## src/rtl/bus_xfer_sched_pkg.sv

```systemverilog
// Shared types for the register-to-register bus transfer scheduler.
// reg_op_t is the per-register bus control seen by the register file.
package bus_xfer_sched_pkg;

  typedef enum logic [1:0] {
    REG_OP_NONE  = 2'd0,
    REG_OP_READ  = 2'd1,
    REG_OP_WRITE = 2'd2
  } reg_op_t;

  typedef enum logic [1:0] {
    S_IDLE = 2'd0,
    S_XFER = 2'd1,
    S_TURN = 2'd2
  } state_e;

endpackage

```

## src/rtl/bus_xfer_sched_if.sv

```systemverilog
// Request handshake and register control bundle of bus_xfer_sched.
// master = requester/control side, slave = the scheduler.
interface bus_xfer_sched_if
  import bus_xfer_sched_pkg::*;
#(
  parameter int NUM_REGS = 4,
  parameter int NUM_REQ  = 2
);
  localparam int RIDX_W = NUM_REGS > 1 ? $clog2(NUM_REGS) : 1;
  localparam int QIDX_W = NUM_REQ > 1 ? $clog2(NUM_REQ) : 1;

  logic [NUM_REQ-1:0]        req_valid;
  logic [NUM_REQ*RIDX_W-1:0] req_src;
  logic [NUM_REQ*RIDX_W-1:0] req_dst;
  logic [NUM_REQ-1:0]        req_ready;
  reg_op_t [NUM_REGS-1:0]    reg_op;
  logic                      busy;
  logic                      done;
  logic [QIDX_W-1:0]         done_id;
  logic                      err;

  modport master (
    output req_valid, req_src, req_dst,
    input  req_ready, reg_op, busy, done, done_id, err
  );

  modport slave (
    input  req_valid, req_src, req_dst,
    output req_ready, reg_op, busy, done, done_id, err
  );

endinterface

```

## src/rtl/bus_xfer_sched.sv

```systemverilog
// Round-robin scheduler for register-to-register moves on the shared bus.
// Guarantees at most one bus driver and one latcher per cycle.
module bus_xfer_sched
  import bus_xfer_sched_pkg::*;
#(
  parameter int NUM_REGS   = 4,
  parameter int NUM_REQ    = 2,
  parameter bit TURNAROUND = 1'b1
) (
  input logic            clk,
  input logic            rst,
  bus_xfer_sched_if.slave bus
);
  localparam int RIDX_W = NUM_REGS > 1 ? $clog2(NUM_REGS) : 1;
  localparam int QIDX_W = NUM_REQ > 1 ? $clog2(NUM_REQ) : 1;
  localparam logic [RIDX_W:0] NREG = (RIDX_W+1)'(NUM_REGS);

  state_e state_q, state_d;
  logic [QIDX_W-1:0] rr_ptr_q, rr_ptr_d;
  logic [QIDX_W-1:0] id_q, id_d;
  logic [RIDX_W-1:0] src_q, src_d;
  logic [RIDX_W-1:0] dst_q, dst_d;

  logic [NUM_REQ-1:0] gnt;
  logic [QIDX_W-1:0]  gnt_id;
  logic               in_range;
  logic               xfer;
  reg_op_t [NUM_REGS-1:0] ops;

  // Scan from rr_ptr with wrap; first valid requester wins.
  always_comb begin : arb
    int  idx;
    logic found;
    gnt    = '0;
    gnt_id = '0;
    found  = 1'b0;
    idx    = 0;
    if (state_q == S_IDLE && !rst) begin
      for (int k = 0; k < NUM_REQ; k++) begin
        idx = int'(rr_ptr_q) + k;
        if (idx >= NUM_REQ) idx = idx - NUM_REQ;
        for (int i = 0; i < NUM_REQ; i++) begin
          if (!found && i == idx && bus.req_valid[i]) begin
            found  = 1'b1;
            gnt[i] = 1'b1;
            gnt_id = QIDX_W'(i);
          end
        end
      end
    end
  end

  always_comb begin : fsm
    state_d  = state_q;
    rr_ptr_d = rr_ptr_q;
    id_d     = id_q;
    src_d    = src_q;
    dst_d    = dst_q;
    unique case (state_q)
      S_IDLE: begin
        if (|gnt) begin
          state_d = S_XFER;
          id_d    = gnt_id;
          for (int i = 0; i < NUM_REQ; i++) begin
            if (gnt[i]) begin
              src_d = bus.req_src[i*RIDX_W +: RIDX_W];
              dst_d = bus.req_dst[i*RIDX_W +: RIDX_W];
            end
          end
          if (int'(gnt_id) == NUM_REQ - 1) rr_ptr_d = '0;
          else rr_ptr_d = gnt_id + 1'b1;
        end
      end
      S_XFER:  state_d = TURNAROUND ? S_TURN : S_IDLE;
      S_TURN:  state_d = S_IDLE;
      default: state_d = S_IDLE;
    endcase
  end

  assign xfer     = (state_q == S_XFER);
  assign in_range = ({1'b0, src_q} < NREG) && ({1'b0, dst_q} < NREG);

  // Decode strictly from holding registers, never from req_*.
  always_comb begin : dec
    for (int i = 0; i < NUM_REGS; i++) ops[i] = REG_OP_NONE;
    if (xfer && in_range && src_q != dst_q) begin
      for (int i = 0; i < NUM_REGS; i++) begin
        if (RIDX_W'(i) == src_q) ops[i] = REG_OP_WRITE;
        else if (RIDX_W'(i) == dst_q) ops[i] = REG_OP_READ;
      end
    end
  end

  always_ff @(posedge clk) begin
    if (rst) begin
      state_q  <= S_IDLE;
      rr_ptr_q <= '0;
      id_q     <= '0;
      src_q    <= '0;
      dst_q    <= '0;
    end else begin
      state_q  <= state_d;
      rr_ptr_q <= rr_ptr_d;
      id_q     <= id_d;
      src_q    <= src_d;
      dst_q    <= dst_d;
    end
  end

  assign bus.req_ready = gnt;
  assign bus.reg_op    = ops;
  assign bus.busy      = (state_q != S_IDLE);
  assign bus.done      = xfer;
  assign bus.done_id   = xfer ? id_q : '0;
  assign bus.err       = xfer && !in_range;

endmodule

```

## src/flat_wrapper.sv

```systemverilog
// flat-port wrapper written by rule: the top's interface ports become plain ports
module bus_xfer_sched_flat import bus_xfer_sched_pkg::*;
#(
  parameter int NUM_REGS   = 4,
  parameter int NUM_REQ    = 2,
  parameter bit TURNAROUND = 1'b1
)
  (clk, rst, bus_req_valid, bus_req_src, bus_req_dst, bus_req_ready, bus_reg_op, bus_busy, bus_done, bus_done_id, bus_err);
  bus_xfer_sched_if #(.NUM_REGS(NUM_REGS), .NUM_REQ(NUM_REQ)) bus_i ();
  input logic clk;
  input logic rst;
  input wire logic [$bits(bus_i.req_valid)-1:0] bus_req_valid;
  input wire logic [$bits(bus_i.req_src)-1:0] bus_req_src;
  input wire logic [$bits(bus_i.req_dst)-1:0] bus_req_dst;
  output wire logic [$bits(bus_i.req_ready)-1:0] bus_req_ready;
  output wire logic [$bits(bus_i.reg_op)-1:0] bus_reg_op;
  output wire logic [$bits(bus_i.busy)-1:0] bus_busy;
  output wire logic [$bits(bus_i.done)-1:0] bus_done;
  output wire logic [$bits(bus_i.done_id)-1:0] bus_done_id;
  output wire logic [$bits(bus_i.err)-1:0] bus_err;
  assign bus_i.req_valid = bus_req_valid;
  assign bus_i.req_src = bus_req_src;
  assign bus_i.req_dst = bus_req_dst;
  assign bus_req_ready = bus_i.req_ready;
  assign bus_reg_op = bus_i.reg_op;
  assign bus_busy = bus_i.busy;
  assign bus_done = bus_i.done;
  assign bus_done_id = bus_i.done_id;
  assign bus_err = bus_i.err;
  bus_xfer_sched #(.NUM_REGS(NUM_REGS), .NUM_REQ(NUM_REQ), .TURNAROUND(TURNAROUND)) u_core (.clk(clk), .rst(rst), .bus(bus_i));
endmodule
```

## config.mk

```make
export PLATFORM = sky130hd
export DESIGN_NAME = bus_xfer_sched_flat
export DESIGN_NICKNAME = d
export VERILOG_FILES = /design/src/rtl/bus_xfer_sched_pkg.sv /design/src/rtl/bus_xfer_sched_if.sv /design/src/rtl/bus_xfer_sched.sv /design/src/flat_wrapper.sv
export SDC_FILE = /design/constraint.sdc
export NUM_CORES = 1
export LEC_CHECK = 0
export ABC_CLOCK_PERIOD_IN_PS = 3300
export CORE_UTILIZATION = 40
export CTS_BUF_LIST = sky130_fd_sc_hd__clkbuf_8 sky130_fd_sc_hd__clkbuf_16
export DETAILED_ROUTE_END_ITERATION = 10
export PLACE_DENSITY = 0.8
export SLEW_MARGIN = 20
export SYNTH_ARGS = -nofsm -noshare
export SYNTH_HDL_FRONTEND = slang
export SYNTH_SLANG_ARGS = --single-unit
```

## constraint.sdc

```tcl
create_clock -name clk -period 3.3 [get_ports clk]
set_clock_uncertainty 0.1 [all_clocks]
set_input_delay 0.99 -clock clk [delete_from_list [all_inputs] [get_ports clk]]
set_output_delay 0.99 -clock clk [all_outputs]
set_load 0.005 [all_outputs]
```

==> metrics.yaml <==
run_status:
  outcome: "finished clean"
synth:
  yosysTopAreaCell: "dfxtp_1"
  ys_ff_latch: 8
  synth_nets: 78
  syn-cell-area_um2: 527
  synth_cell_types: 26
  avgSynthCellArea_um2: 7.98
  syn_inst: 66
  ys.warnings.count: 0
  yosysSeqAreaShare_pct: 30.4
  yosysTopAreaCellShare_pct: 30.4
  synthTopCellsByArea: "dfxtp_1, a311oi_1, o31ai_1"
worst_setup_path:
  rrSetupSlack_ns: 1.74
  crit_type: "primary input to output pin"
  cp.arrival_ns: 2.16
  critPathTopFamily: "buffers and inverters"
  cp-start-kind: "primary input"
  worstPathMaxFanout: 3
  endpoint_kind: "output pin"
  regToRegStartpoint: "u_core.state_q[0]"
  cp_slowest_stage_delay_ns: 0.43
  slowest_stage: "clkdlybuf4s50_1"
  crit_cells: 4
  path_buf_inv: 2
  crit_chain: "clkdlybuf4s50_1 > or3_4 > nor3_4 > buf_2"
  rr_worst_depth: 4
  rr_endpoint: "u_core.dst_q[1]"
  crit_required_ns: 2.21
detailed_routing:
  drt_iter0_drc: 12
  vias: 629
  dr.pass1.iters: 4
  drt_wl_total_mm: 1.53
  wl_per_cell_um: 13.3
  drcViolationCount: 0
  detail-route-antenna-nets: 0
  via_per_inst: 5.47
power_and_ir_drop:
  p_leak_nw: 0.356
  powerDensity_nw_per_um2: 366
  ir_worst_vdd_mv: 0.222
clock_tree:
  cts_root_buffer: "clkbuf_8"
  cts_tree: "done"
  numCtsBuffers: 3
  clk_pin_slew_ns: 0.04
  clock_latency_ns: 0.22
  cts.sinks: 8
  htreeDepth: 1
  clk_path_buf_depth: 2
floorplan:
  io_pins: 26
  start_util_pct: 45.0
  dieHeight_um: 38.3
  die-area_um2: 1470
  fp.dieW_um: 38.3
  row_count: 12
  core_area_um2: 1170
grt:
  track_usage_pct: 25.6
  grt_max_degree: 11
  antenna_found_initial: 0
  grt_pass1_vias: 571
  grt_pass1_wl_mm: 2.48
  grt.overflow.total: 0
place:
  dp_cells: 108
  port-buffer-count: 24
  post-dp-hpwl_mm: 1.02
  dp_slack_ns: -0.298
  dpl_cell_area_um2: 810
  place.gp.congestion: 0.781
worst_hold_path:
  hold_start: "u_core.id_q"
  hp-class: "flop to flop"
  hold_depth: 2
  holdPathEnd: "u_core.id_q"
run:
  maxCapViolCount: 0
timing:
  drv_slew: 0
  final-hold-violation-count: 0
  setup_tns_ns: 0
  fmax_mhz: 308
  timing.final.ws_setup_ns: 0.0480
  post-route-period-util_pct: 98.5
  setup_viol: 0
  post-route-min-period_ns: 3.25
cells_and_area:
  fill_cells: 104
  final_cell_area_um2: 896
  final_core_util_pct: 76.5
  drive_gt1_share_pct: 22.8
  diodes: 0
  finalNonFillerCells: 115
  area_delta_synth_final_pct: 70.1
  final_nets: 115
## timing repair
item,CTS,global route
gates resized for setup,8,1
hold buffers,0,0
endpoints found under the setup margin,2,1
cloned,0,0
setup buffers,2,2
pin swaps,1,1
## worst max-delay path by stage
stage          from                to
2_1_floorplan   rst  bus_req_ready[1]
3_3_place_gp    rst  bus_req_ready[1]
3_5_place_dp    rst  bus_req_ready[1]
4_1_cts         rst  bus_req_ready[1]
5_1_grt         rst  bus_req_ready[1]
6_report        rst  bus_req_ready[1]
## layout by cell type (no fill, tap or decap), drive strengths merged, types with 2 or more instances in the layout
cell	instances
dfxtp	8
xor2	2
buf	13
and2	2
nor2	5
a311oi	4
nand4	4
or2	2
nand2	5
nor2b	3
nor3	6
clkdlybuf4s50	22
nand2b	4
a21oi	5
o31ai	4
clkbuf	3
inv	2
## state kept, by name, summed over array words and instances (netlist names)
signal           count
u_core.src_q         2
u_core.id_q          1
u_core.dst_q         2
u_core.rr_ptr_q      1
u_core.state_q       2
## cells in the mapped netlist, drive strengths merged
| cell type | instances |
|---|---|
| nor3 | 6 |
| or3 | 1 |
| or2 | 2 |
| o31ai | 4 |
| and2 | 2 |
| and3 | 1 |
| nand2b | 4 |
| nand4 | 4 |
| a311oi | 4 |
| conb | 1 |
| dfxtp | 8 |
| xor2 | 2 |
| nand2 | 5 |
| inv | 2 |
| o21ai | 1 |
| o21bai | 1 |
| nor4 | 1 |
| a21oi | 5 |
| buf | 4 |
| nor2 | 5 |
| nor2b | 3 |
## report_power, final
part	internal [mW]	total (mW)	switching [mW]
clock network	0.0787	0.113	0.0344
logic	0.0559	0.0970	0.0411
registers	0.106	0.118	0.0117
total	0.240	0.328	0.0872
## routing by layer
| metal | wire length (um) | GRT usage, % | vias to the layer above |
|---|---|---|---|
| met5 | 0 | 0 | - |
| met4 | 33 | 17.0 | 0 |
| met3 | 122 | 6.40 | 4 |
| met2 | 721 | 40.3 | 40 |
| met1 | 657 | 30.4 | 276 |
| li1 | - | - | 309 |
## worst min-delay path, stage by stage (launching register included)
cell,delay (ns)
dfxtp_1,0.30
nand2b_1,0.09
o21bai_1,0.09
## through the flow
step / hold slack, ns / total power [mW]
3_5_place_dp: 0.375 / 0.206
2_1_floorplan: 0.340 / 0.163
3_3_place_gp: 0.393 / 0.204
4_1_cts: 0.383 / 0.325
5_1_grt: 0.489 / 0.345
6_report: 0.443 / 0.328
## final cells by class
class | count | area (um^2) | area share [%]
inverter | 2 | 7.51 | 0.838
timing repair buffer | 36 | 328 | 36.6
multi-input combinational | 52 | 342 | 38.1
sequential | 8 | 160 | 17.9
tap | 14 | 17.5 | 1.96
clock buffer | 3 | 41.3 | 4.61
## logic make-up (layout without fill, tap and decap cells)
family          Yosys count  in the layout  share of synthesized area [%]
flops                     8              8                           30.4
simple gates             34             34                           38.0
other cells               1              1                          0.712
xor+xnor                  2              2                           3.33
compound gates           15             15                           19.5
buf+inv                   6             41                           8.08
No activity file was read; power rests on OpenSTA's default activity.
==> RTL change: new RTL, same flow settings <==
`NUM_REGS` is set to 4 in 3 places; all go to 8.
--- a/src/rtl/bus_xfer_sched_if.sv
+++ b/src/rtl/bus_xfer_sched_if.sv
@@ -3,7 +3,7 @@
 interface bus_xfer_sched_if
   import bus_xfer_sched_pkg::*;
 #(
-  parameter int NUM_REGS = 4,
+  parameter int NUM_REGS = 8,
   parameter int NUM_REQ  = 2
 );
   localparam int RIDX_W = NUM_REGS > 1 ? $clog2(NUM_REGS) : 1;
--- a/src/rtl/bus_xfer_sched.sv
+++ b/src/rtl/bus_xfer_sched.sv
@@ -3,7 +3,7 @@
 module bus_xfer_sched
   import bus_xfer_sched_pkg::*;
 #(
-  parameter int NUM_REGS   = 4,
+  parameter int NUM_REGS   = 8,
   parameter int NUM_REQ    = 2,
   parameter bit TURNAROUND = 1'b1
 ) (
--- a/src/flat_wrapper.sv
+++ b/src/flat_wrapper.sv
@@ -1,7 +1,7 @@
 // flat-port wrapper written by rule: the top's interface ports become plain ports
 module bus_xfer_sched_flat import bus_xfer_sched_pkg::*;
 #(
-  parameter int NUM_REGS   = 4,
+  parameter int NUM_REGS   = 8,
   parameter int NUM_REQ    = 2,
   parameter bit TURNAROUND = 1'b1
 )
Interface: changed (resized bus_reg_op, bus_req_dst and bus_req_src); port bits go from 26 to 38. No check against the original RTL was run, so the function may have changed too.
==> RTL change against the unedited design <==
Critical path depth unchanged. Routed wire length increased by 42%. Sequential cell count increased by 2. Core utilization decreased by 4.1 points. Total power increased by 35%. Non-clock buffer count increased by 13. Critical path type is now reg2out. First-iteration DRC count increased by 130%. Final area increased by 44%. Synthesized area increased by 49%. Die area increased by 46%. Setup slack improved by 65 ps.
==> RTL change: results (changes against the unedited design) <==
RR Endpoint=u_core.src_q[0]$_SDFFE_PP0P_; grt met3 use=3.14% (-3.3 points); Data buffer area share=35.7% (-0.90 points); WL/cell=12.7 um (-4.9%); top sig layer=met4; post-synthesis compound-gate area fraction=31.0% (+12 points); #MultiIn Comb=78 (+50%); post-CTS setup buffer count=1 (-1); vias in the first global route=846 (+48%); sequential fraction of design power=34.2% (-1.7 points); clk tree area frac=4.27% (-0.34 points); worst setup path end=bus_reg_op[12]; sequential cell area=200 um2 (+25%); Tot Pwr=0.000444 W (+35%); top post-synthesis cells by area=dfxtp_1 (26%), a311oi_1 (10%), o31ai_1 (7.7%), nor2_1 (5.8%), a21oi_1 (5.1%); Post-Layout Cell Count=172 (+50%); CLK BUF=4 (+1); Port-buffer cells=36 (+50%); Synth Area in Adders=0% (unchanged); share of layout cells above drive strength 1=15.6% (-7.1 points); R2R setup slack=1720 ps (-20 ps); worst vdd ir=0.000211 V (-4.7%); Startpoint Class=flop; nets=164 (+43%); WL met1=886 um (+35%); Vias per Instance=5.54 (+1.3%); Seq/Total Area, Yosys=25.6% (-4.8 points); maximum fanout along the worst path=7 (+4); routability cong.=0.855 (+9.5%); P_leak=0.490 nW (+38%); sw power=0.000132 W (+51%); initial drt markers=28 (+16); largest registers=u_core.dst_q: 3 flops, u_core.src_q: 3 flops, u_core.state_q: 2 flops; largest net degree at the start of global routing=14 (+3); met1 GRT Util=24.5% (-5.9 points); total track usage=22.6% (-3.0 points); Synth Area in XOR/XNOR=4.31% (+0.99 points); fillers=153 (+47%); worst r2r src=u_core.state_q[1]$_SDFFE_PP0P_; Critical Path Max Stage Delay=580 ps (+150 ps); largest family of logic cells by synthesized area=compound AO/OA/AOI/OAI gates; Resize count post-CTS=5 (-3); dpl hpwl=1.69 mm (+66%); clock share of power=33.7% (-0.8 points); Multi-input gate area=520 um2 (+52%); count of plain and timing-repair buffers=49 (+36%); mean area per synthesized cell=7.39 um2 (-7.4%); Inserted Clock Buffers=3 (unchanged); sequential cell count=10 (+2); first-pass GRT wire length=3.49 mm (+41%); met2 Resource Use GR=41.7% (+1.4 points); status=completed; Synth Net Count=122 (+56%); top cells by count, synth=nor2_1 (12), dfxtp_1 (10), a311oi_1 (9); routed wl met2=1.13 mm (+56%); Critical Path Start=u_core.dst_q[0]$_SDFFE_PP0P_; Signal inverters=6 (+4); DR WL met3=137 um (+12%); Unique masters post-synth=31 (+19%); WP data arrival=2100 ps (-60 ps)
RTL change: changes by cell type after synthesis, moves of 3 or more:
| cell | delta |
|---|---|
| nor2_1 | +7 |
| a311oi_1 | +5 |
| buf_2 | +5 |
| clkbuf_1 | +5 |
| inv_1 | +4 |
| o31ai_1 | +4 |
| a21oi_1 | +3 |
RTL change: stage by stage:
stage / hold slack [ps] / instance area, um2 / setup TNS [ps] / utilization [%] / worst slack, ps
floorplan: 386 / 783 / 0 / - / 407
global route: 500 / 1290 / 0 / 72.4 / 1.63
CTS: 467 / 1280 / 0 / 71.6 / 26.8
detailed placement: 461 / 1210 / -409 / 67.8 / -235
finish: 467 / 1290 / 0 / 72.4 / 113
global placement: 423 / 1210 / -423 / 67.8 / -259
RTL change: cells by family after synthesis:
logic type,after synthesis
and+or+nand+nor,42
AOI/OAI and AO/OA,32
buffers and inverters,18
DFF,10
xor gates and xnor gates,3
other,1
RTL change: tightest hold or removal path: stages, from the launching register on:
cell,delay [ps]
dfxtp_1,300
a21bo_2,170
a21oi_1,50
